### src/rtl/riscv_multicycle_ctrl.sv
`default_nettype none
// ============================================================================
// Module   : riscv_multicycle_ctrl
// Brief    : Main control FSM of the multicycle RV32I core (fetch/decode/
//            execute/writeback sequencing, memory stall, illegal-op trap).
// Revision : 1.0 - initial release
// ============================================================================

// Immediate format codes shared with the immediate extender.
`ifndef I_TYPE
`define I_TYPE 2'b00
`endif
`ifndef S_TYPE
`define S_TYPE 2'b01
`endif
`ifndef B_TYPE
`define B_TYPE 2'b10
`endif

module riscv_multicycle_ctrl #(
    parameter logic [3:0] RESET_STATE = 4'd0
) (
    input  logic       i_clk,
    input  logic       i_rst,
    input  logic [6:0] i_opcode,
    input  logic [2:0] i_funct3,
    input  logic       i_funct7_5,
    input  logic       i_zero,
    input  logic       i_mem_ready,
    output logic       o_pc_write,
    output logic       o_ir_write,
    output logic       o_adr_src,
    output logic       o_mem_write,
    output logic       o_reg_write,
    output logic [1:0] o_result_src,
    output logic [1:0] o_alu_src_a,
    output logic [1:0] o_alu_src_b,
    output logic [2:0] o_alu_ctrl,
    output logic [1:0] o_imm_ext_src,
    output logic       o_illegal
);

    localparam logic [3:0] c_S_FETCH    = 4'd0;
    localparam logic [3:0] c_S_DECODE   = 4'd1;
    localparam logic [3:0] c_S_MEMADR   = 4'd2;
    localparam logic [3:0] c_S_MEMREAD  = 4'd3;
    localparam logic [3:0] c_S_MEMWB    = 4'd4;
    localparam logic [3:0] c_S_MEMWRITE = 4'd5;
    localparam logic [3:0] c_S_EXER     = 4'd6;
    localparam logic [3:0] c_S_EXEI     = 4'd7;
    localparam logic [3:0] c_S_ALUWB    = 4'd8;
    localparam logic [3:0] c_S_BRANCH   = 4'd9;
    localparam logic [3:0] c_S_TRAP     = 4'd10;

    localparam logic [2:0] c_ALU_ADD = 3'b000;
    localparam logic [2:0] c_ALU_SUB = 3'b001;
    localparam logic [2:0] c_ALU_AND = 3'b010;
    localparam logic [2:0] c_ALU_OR  = 3'b011;
    localparam logic [2:0] c_ALU_XOR = 3'b100;
    localparam logic [2:0] c_ALU_SLT = 3'b101;
    localparam logic [2:0] c_ALU_SLL = 3'b110;
    localparam logic [2:0] c_ALU_SRL = 3'b111;

    localparam logic [6:0] c_OP_LOAD  = 7'b0000011;
    localparam logic [6:0] c_OP_STORE = 7'b0100011;
    localparam logic [6:0] c_OP_R     = 7'b0110011;
    localparam logic [6:0] c_OP_I     = 7'b0010011;
    localparam logic [6:0] c_OP_BR    = 7'b1100011;

    logic [3:0] r_state;
    logic [3:0] w_next_state;
    logic       w_is_r;
    logic       w_alu_illegal;
    logic [2:0] w_alu_dec;
    logic       w_pc_write;
    logic       w_ir_write;
    logic       w_adr_src;
    logic       w_mem_write;
    logic       w_reg_write;
    logic [1:0] w_result_src;
    logic [1:0] w_alu_src_a;
    logic [1:0] w_alu_src_b;
    logic [2:0] w_alu_ctrl;
    logic [1:0] w_imm_ext_src;
    logic       w_illegal;

    assign w_is_r = (i_opcode == c_OP_R);

    // SLTU/SLTIU, arithmetic shifts and any other bit-30 R-type form are unsupported.
    assign w_alu_illegal = (i_funct3 == 3'b011)
                         | (i_funct7_5 & ((i_funct3 == 3'b101) | (i_funct3 == 3'b001)))
                         | (w_is_r & i_funct7_5 & (i_funct3 != 3'b000));

    always_comb begin
        w_alu_dec = c_ALU_ADD;
        case (i_funct3)
            3'b000:  w_alu_dec = (w_is_r && i_funct7_5) ? c_ALU_SUB : c_ALU_ADD;
            3'b001:  w_alu_dec = c_ALU_SLL;
            3'b010:  w_alu_dec = c_ALU_SLT;
            3'b100:  w_alu_dec = c_ALU_XOR;
            3'b101:  w_alu_dec = c_ALU_SRL;
            3'b110:  w_alu_dec = c_ALU_OR;
            3'b111:  w_alu_dec = c_ALU_AND;
            default: w_alu_dec = c_ALU_ADD;
        endcase
    end

    always_ff @(posedge i_clk or posedge i_rst) begin
        if (i_rst) r_state <= RESET_STATE;
        else       r_state <= w_next_state;
    end

    always_comb begin
        w_next_state  = r_state;
        w_pc_write    = 1'b0;
        w_ir_write    = 1'b0;
        w_adr_src     = 1'b0;
        w_mem_write   = 1'b0;
        w_reg_write   = 1'b0;
        w_result_src  = 2'b00;
        w_alu_src_a   = 2'b00;
        w_alu_src_b   = 2'b00;
        w_alu_ctrl    = c_ALU_ADD;
        w_imm_ext_src = `I_TYPE;
        w_illegal     = 1'b0;
        case (r_state)
            c_S_FETCH: begin
                w_alu_src_b  = 2'b10;
                w_result_src = 2'b10;
                w_pc_write   = i_mem_ready;
                w_ir_write   = i_mem_ready;
                if (i_mem_ready) w_next_state = c_S_DECODE;
            end
            c_S_DECODE: begin
                // Branch target is computed here so BRANCH can reuse the ALU for the compare.
                w_alu_src_a   = 2'b01;
                w_alu_src_b   = 2'b01;
                w_imm_ext_src = `B_TYPE;
                case (i_opcode)
                    c_OP_LOAD, c_OP_STORE:
                        w_next_state = (i_funct3 == 3'b010) ? c_S_MEMADR : c_S_TRAP;
                    c_OP_R, c_OP_I:
                        w_next_state = w_alu_illegal ? c_S_TRAP : (w_is_r ? c_S_EXER : c_S_EXEI);
                    c_OP_BR:
                        w_next_state = (i_funct3[2:1] == 2'b00) ? c_S_BRANCH : c_S_TRAP;
                    default:
                        w_next_state = c_S_TRAP;
                endcase
            end
            c_S_MEMADR: begin
                w_alu_src_a   = 2'b10;
                w_alu_src_b   = 2'b01;
                w_imm_ext_src = (i_opcode == c_OP_LOAD) ? `I_TYPE : `S_TYPE;
                w_next_state  = (i_opcode == c_OP_LOAD) ? c_S_MEMREAD : c_S_MEMWRITE;
            end
            c_S_MEMREAD: begin
                w_adr_src = 1'b1;
                if (i_mem_ready) w_next_state = c_S_MEMWB;
            end
            c_S_MEMWB: begin
                w_result_src = 2'b01;
                w_reg_write  = 1'b1;
                w_next_state = c_S_FETCH;
            end
            c_S_MEMWRITE: begin
                w_adr_src   = 1'b1;
                w_mem_write = 1'b1;
                if (i_mem_ready) w_next_state = c_S_FETCH;
            end
            c_S_EXER: begin
                w_alu_src_a  = 2'b10;
                w_alu_ctrl   = w_alu_dec;
                w_next_state = c_S_ALUWB;
            end
            c_S_EXEI: begin
                w_alu_src_a  = 2'b10;
                w_alu_src_b  = 2'b01;
                w_alu_ctrl   = w_alu_dec;
                w_next_state = c_S_ALUWB;
            end
            c_S_ALUWB: begin
                w_reg_write  = 1'b1;
                w_next_state = c_S_FETCH;
            end
            c_S_BRANCH: begin
                w_alu_src_a  = 2'b10;
                w_alu_ctrl   = c_ALU_SUB;
                w_pc_write   = i_funct3[0] ? ~i_zero : i_zero;
                w_next_state = c_S_FETCH;
            end
            c_S_TRAP: begin
                w_illegal = 1'b1;
            end
            default: begin
                w_next_state = c_S_TRAP;
            end
        endcase
    end

    // Reset gates the enables combinationally so nothing strobes while it is high.
    assign o_pc_write    = w_pc_write  & ~i_rst;
    assign o_ir_write    = w_ir_write  & ~i_rst;
    assign o_mem_write   = w_mem_write & ~i_rst;
    assign o_reg_write   = w_reg_write & ~i_rst;
    assign o_illegal     = w_illegal   & ~i_rst;
    assign o_adr_src     = w_adr_src;
    assign o_result_src  = w_result_src;
    assign o_alu_src_a   = w_alu_src_a;
    assign o_alu_src_b   = w_alu_src_b;
    assign o_alu_ctrl    = w_alu_ctrl;
    assign o_imm_ext_src = w_imm_ext_src;

`ifdef DEBUG
    logic [63:0] w_state_name;
    always_comb begin
        w_state_name = "UNKNOWN ";
        case (r_state)
            c_S_FETCH:    w_state_name = "FETCH   ";
            c_S_DECODE:   w_state_name = "DECODE  ";
            c_S_MEMADR:   w_state_name = "MEMADR  ";
            c_S_MEMREAD:  w_state_name = "MEMREAD ";
            c_S_MEMWB:    w_state_name = "MEMWB   ";
            c_S_MEMWRITE: w_state_name = "MEMWRITE";
            c_S_EXER:     w_state_name = "EXER    ";
            c_S_EXEI:     w_state_name = "EXEI    ";
            c_S_ALUWB:    w_state_name = "ALUWB   ";
            c_S_BRANCH:   w_state_name = "BRANCH  ";
            c_S_TRAP:     w_state_name = "TRAP    ";
            default:      w_state_name = "UNKNOWN ";
        endcase
    end
`endif

endmodule

`default_nettype wire

### config.mk
export PLATFORM = sky130hd
export DESIGN_NAME = riscv_multicycle_ctrl
export DESIGN_NICKNAME = d
export VERILOG_FILES = /design/src/rtl/riscv_multicycle_ctrl.sv
export SDC_FILE = /design/constraint.sdc
export NUM_CORES = 1
export LEC_CHECK = 0
export CORE_MARGIN = 2
export CORE_UTILIZATION = 40
export CTS_BUF_LIST = sky130_fd_sc_hd__clkbuf_4 sky130_fd_sc_hd__clkbuf_8
export CTS_CLUSTER_DIAMETER = 120
export CTS_CLUSTER_SIZE = 16
export DETAILED_ROUTE_END_ITERATION = 12
export GPL_TIMING_DRIVEN = 1
export PLACE_DENSITY = 0.86
export REMOVE_ABC_BUFFERS = 1
export SLEW_MARGIN = 30
export SYNTH_ARGS = -nofsm -noshare
export SYNTH_HDL_FRONTEND = slang
export SYNTH_SLANG_ARGS = --single-unit
export TNS_END_PERCENT = 1
### constraint.sdc
create_clock -name i_clk -period 2.8 [get_ports i_clk]
set_clock_uncertainty 0.1 [all_clocks]
set_input_delay 0.42 -clock i_clk [delete_from_list [all_inputs] [get_ports i_clk]]
set_output_delay 0.42 -clock i_clk [all_outputs]
set_load 0.1 [all_outputs]
Yosys cells after proc, flatten, opt, wreduce, memory -nomap -nowiden

Cells that the tools add are included.

Equal/unequal tests: 25
Mux-type cells: 25
Bitwise operators: 14
Reductions and logical operators: 14

Operators with widths:

| cell               | count |
|---|---|
| $pmux 4 s8         | 1 |
| $pmux 3 s7         | 1 |
| $mux 4             | 5 |
| $eq 4x3->1 const B | 4 |
| $pmux 2 s2         | 4 |
| $eq 7x6->1 const B | 2 |
| $eq 3x3->1 const B | 4 |
| $eq 4x4->1 const B | 3 |
| $pmux 4 s3         | 1 |
| $reduce_or 2->1    | 5 |
| $mux 1             | 9 |
| $and 1x1->1        | 8 |
| $eq 4x2->1 const B | 2 |
| $eq 7x2->1 const B | 1 |
| $eq 7x5->1 const B | 1 |
| $eq 7x7->1 const B | 1 |
| $eq 3x2->1 const B | 2 |
| $ne 2x2->1 const B | 3 |
| $pmux 3 s2         | 1 |
| $reduce_or 3->1    | 2 |
| $eq 4x1->1 const B | 1 |
| $logic_not 4->1    | 1 |
| $reduce_and 4->1   | 1 |
| $reduce_or 4->1    | 1 |
| other kinds (10)   | 14 |

Register bits: 4
Bits of input ports: 15
Output and inout bits: 17
Word-level logic and storage cells: 79

Depth between registers and ports, before layout

Word-level depth: 8
Depth in mapped cells: 5
Mapped depth without buffers: 4

Least setup slack after synthesis

Ideal clock, no wire load.

Path type: reg2out
Start: register r_state[1]
End: output port o_pc_write
Arrival time: 4.710 ns
Data required time: 2.280 ns
Slack: -2.430 ns
Cell stages (with the launch flop): 6
Buffers on the path: 1
Cells stage by stage: dfrtp_1 > buf_4 > or2_2 > nor3_1 > nand2_1 > a21oi_1

Cells in the longest elaborated chain, start to end: 3
Elaborated cells on any way between the ends: 4
Classes of those cells: 1 x eq/ne; 1 x mux; 1 x bitwise; 1 x reduce/logical

Ends and longest elaborated chain:

| what                                          | line | RTL |
|---|---|---|
| from (decl)                                   | 70   | `logic [3:0] r_state;` |
| from (signal assigned)                        | 110  | `else r_state <= w_next_state;` |
| $eq 4x4->1 or $logic_not 4->1 (tied branches) | 126  | `case (r_state)` |
| $pmux 1 s2 *                                  | 126  |  |
| $and 1x1->1 *                                 | 201  | `assign o_pc_write = w_pc_write & ~i_rst;` |
| to (decl)                                     | 30   | `output logic o_pc_write,` |

Mark *: on every way between the ends. The rest lies on a longest branch, timed or not.

Final worst setup path

Start: register r_state[2]
End: output port o_imm_ext_src[0]

Cells in the longest elaborated chain, start to end: 2
Elaborated cells on any way between the ends: 3
Classes of those cells: 2 x eq/ne; 1 x mux

Ends and longest elaborated chain:

| what                                     | line | RTL |
|---|---|---|
| $eq 4x2->1 or $eq 4x1->1 (tied branches) | 126  |  |
| $pmux 2 s2 *                             | 126  |  |
| to (decl)                                | 39   | `output logic [1:0] o_imm_ext_src,` |

Marks and branches as above.

==> summary.txt <==
Synth
  • Cell Area, Synth: 638 µm²
  • FFs w/ async S/R, synth: 100%
  • Yosys cell types: 38
  • EDFF count, synth: 0
  • Ranking of synthesized cells by area: dfrtp_1 16%, nor2_1 5.3%, nor2b_1 4.9%
  • Syn Inst Count: 91
  • Synth Flop Type: dfrtp_1
  • Synth area leader: dfrtp_1
  • Sequential element share of the synthesized area: 15.7%
  • Register bit total from synthesis: 4
  • Mean area per synthesized cell: 7.01 µm²
  • Synth top area share: 15.7%
  • Synthesis Warnings: 0

Worst setup path
  • CP max FO: 16
  • Crit path kind: reg2out
  • Crit. End Element: output pin
  • Worst Path Arrival: 1.98 ns
  • WP data required: 2.28 ns
  • Critical path launch point type: register

Flow run
  • Max-Cap Viols: 0

Timing
  • Max-slew violation count: 0
  • Maximum clock frequency: 399 MHz
  • Minimum clock period: 2.50 ns
  • Setup TNS: 0 ns
  • Final Hold Vio Count: 0
  • Worst-Margin Slew: 0.512 ns
  • RSZ-0062 raised after global routing: false
  • Final setup vio count: 0
  • Worst rel slew slack: 65.5%
  • Hold Slack: 0.399 ns
  • Final worst-path cycle share: 89.5%

Finish
  • Antenna diode count: 0
  • Register bank with the most flops: r_state
  • Commonest non-fill, non-tap cell in the layout: buf_12
  • Biggest regs: r_state: 4 flops
  • Nets: 135
  • Storage cell area: 100 µm²
  • Fillers: 114
  • Largest register FFs: 4
  • Multi-input logic area: 478 µm²
  • Layout cells sized above 1: 22.9%
  • Commonest cells after routing, fill and taps aside: 15 x buf_12, 14 x clkdlybuf4s50_1, 9 x nor2_1
  • Area delta synth->final: 72.7%

Floorplan
  • Die X: 43.9 µm
  • I/O pin total: 32
  • Rows: 14
  • Core area: 1510 µm²
  • Die area: 1930 µm²
  • Initial core utilization: 42.4%
  • Die Y: 43.9 µm

Hold path
  • Hold Path Class: in2async

Clocking
  • Cts bufs inserted: 3
  • Post-CTS sizing: 0
  • Postcts setup bufs: 0
  • # hold bufs at CTS: 0
  • Clock Tree Buf Depth: 2
  • CTS Root Cell: clkbuf_4
  • Clock-pin slew on the worst setup and hold paths: 0.04 ns
  • H-tree Lvls: 1
  • Worst-Skew Late Latency: 0.24 ns
  • CTS sink cnt: 4
  • Clock tree from TritonCTS: built

Global route
  • Global-route wire length before repair: 3.39 mm
  • Grt ovf: 0
  • Largest net degree at the start of global routing: 17
  • Vias in the first global route: 764
  • Initial antenna violation count: 0
  • Overall Global Routing Usage: 23.8%

Drt
  • Total Wirelength: 1.95 mm
  • Iter 0 DRT Violations: 41
  • Detail Route Antenna Nets: 0
  • Via count: 800
  • Via density: 5.97
  • DRC Markers: 0
  • Routed len/inst: 14.6 µm
  • TritonRoute pass-1 iters: 4

Place
  • IO buf count: 31
  • GP Congestion: 0.829
  • DPL Wire Length: 1.51 mm

Outcome
  • Status: finished, final reports clean
==> cell families after synthesis <==
kind of cell | after synthesis | share of synthesized area (%)
buf+inv | 13 | 9.41
xor+xnor | 2 | 2.75
simple gates | 46 | 42.9
mux | 1 | 1.57
compound gates | 25 | 27.6
flops | 4 | 15.7
==> routing by layer <==
layer	routed length, µm	track usage [%]	share of wire, %
met4	48	15.2	2.5
met2	944	34.7	48
met5	0	0	0
met1	821	31.6	42
met3	140	5.00	7.2
==> area by class of cell <==
class | count | area share [%]
clock buffer | 3 | 2.04
inverter | 5 | 1.70
multi-input combinational | 74 | 43.4
sequential | 4 | 9.08
tap | 16 | 1.82
timing repair buffer | 32 | 42.0
==> stage by stage <==
stage          utilization, %  std cells  worst slack (ns)  area (µm²)
3_3_place_gp             71.7        131             0.392        1080
6_report                 73.2        134             0.295        1100
5_1_grt                  73.2        134             0.193        1100
3_5_place_dp             71.7        131             0.385        1080
2_1_floorplan               -         83             -4.50         597
4_1_cts                  73.2        134             0.301        1100
==> critical path: stages, from the launching register on <==
cell     delay (ns)
dfrtp_1        0.53
or4b_1         0.62
a31oi_1        0.35
buf_12         0.23
==> worst paths after layout <==
| kind | cells past startpoint | end | startpoint | slack, ns |
|---|---|---|---|---|
| worst max-delay path | 3 | o_imm_ext_src[0] | r_state[2] | 0.30 |
| worst min-delay path | 2 | r_state[2] | i_rst | 0.40 |
| worst max register to register | 4 | r_state[2] | r_state[2] | 0.85 |
| worst min register to register | 2 | r_state[3] | r_state[1] | 0.67 |
| max in group asynchronous | 2 | r_state[3] | i_rst | 2.04 |
| min in group i_clk | 2 | r_state[3] | r_state[1] | 0.67 |
==> synthesized netlist by cell type, types with 2 or more instances <==
cell type,number
nor2_1,9
nand2_1,6
a21oi_1,5
clkbuf_1,5
inv_1,5
nor2b_1,5
a31oi_1,4
dfrtp_1,4
nor3_1,4
o21ai_0,4
buf_4,3
nand2b_1,3
nand3b_1,3
nand3_1,2
nor3b_1,2
o211ai_1,2
or2_2,2
or3_1,2
xnor2_1,2
Power is not shown: default switching activity piles up to over one toggle a cycle in this logic, so the estimate is an artifact.
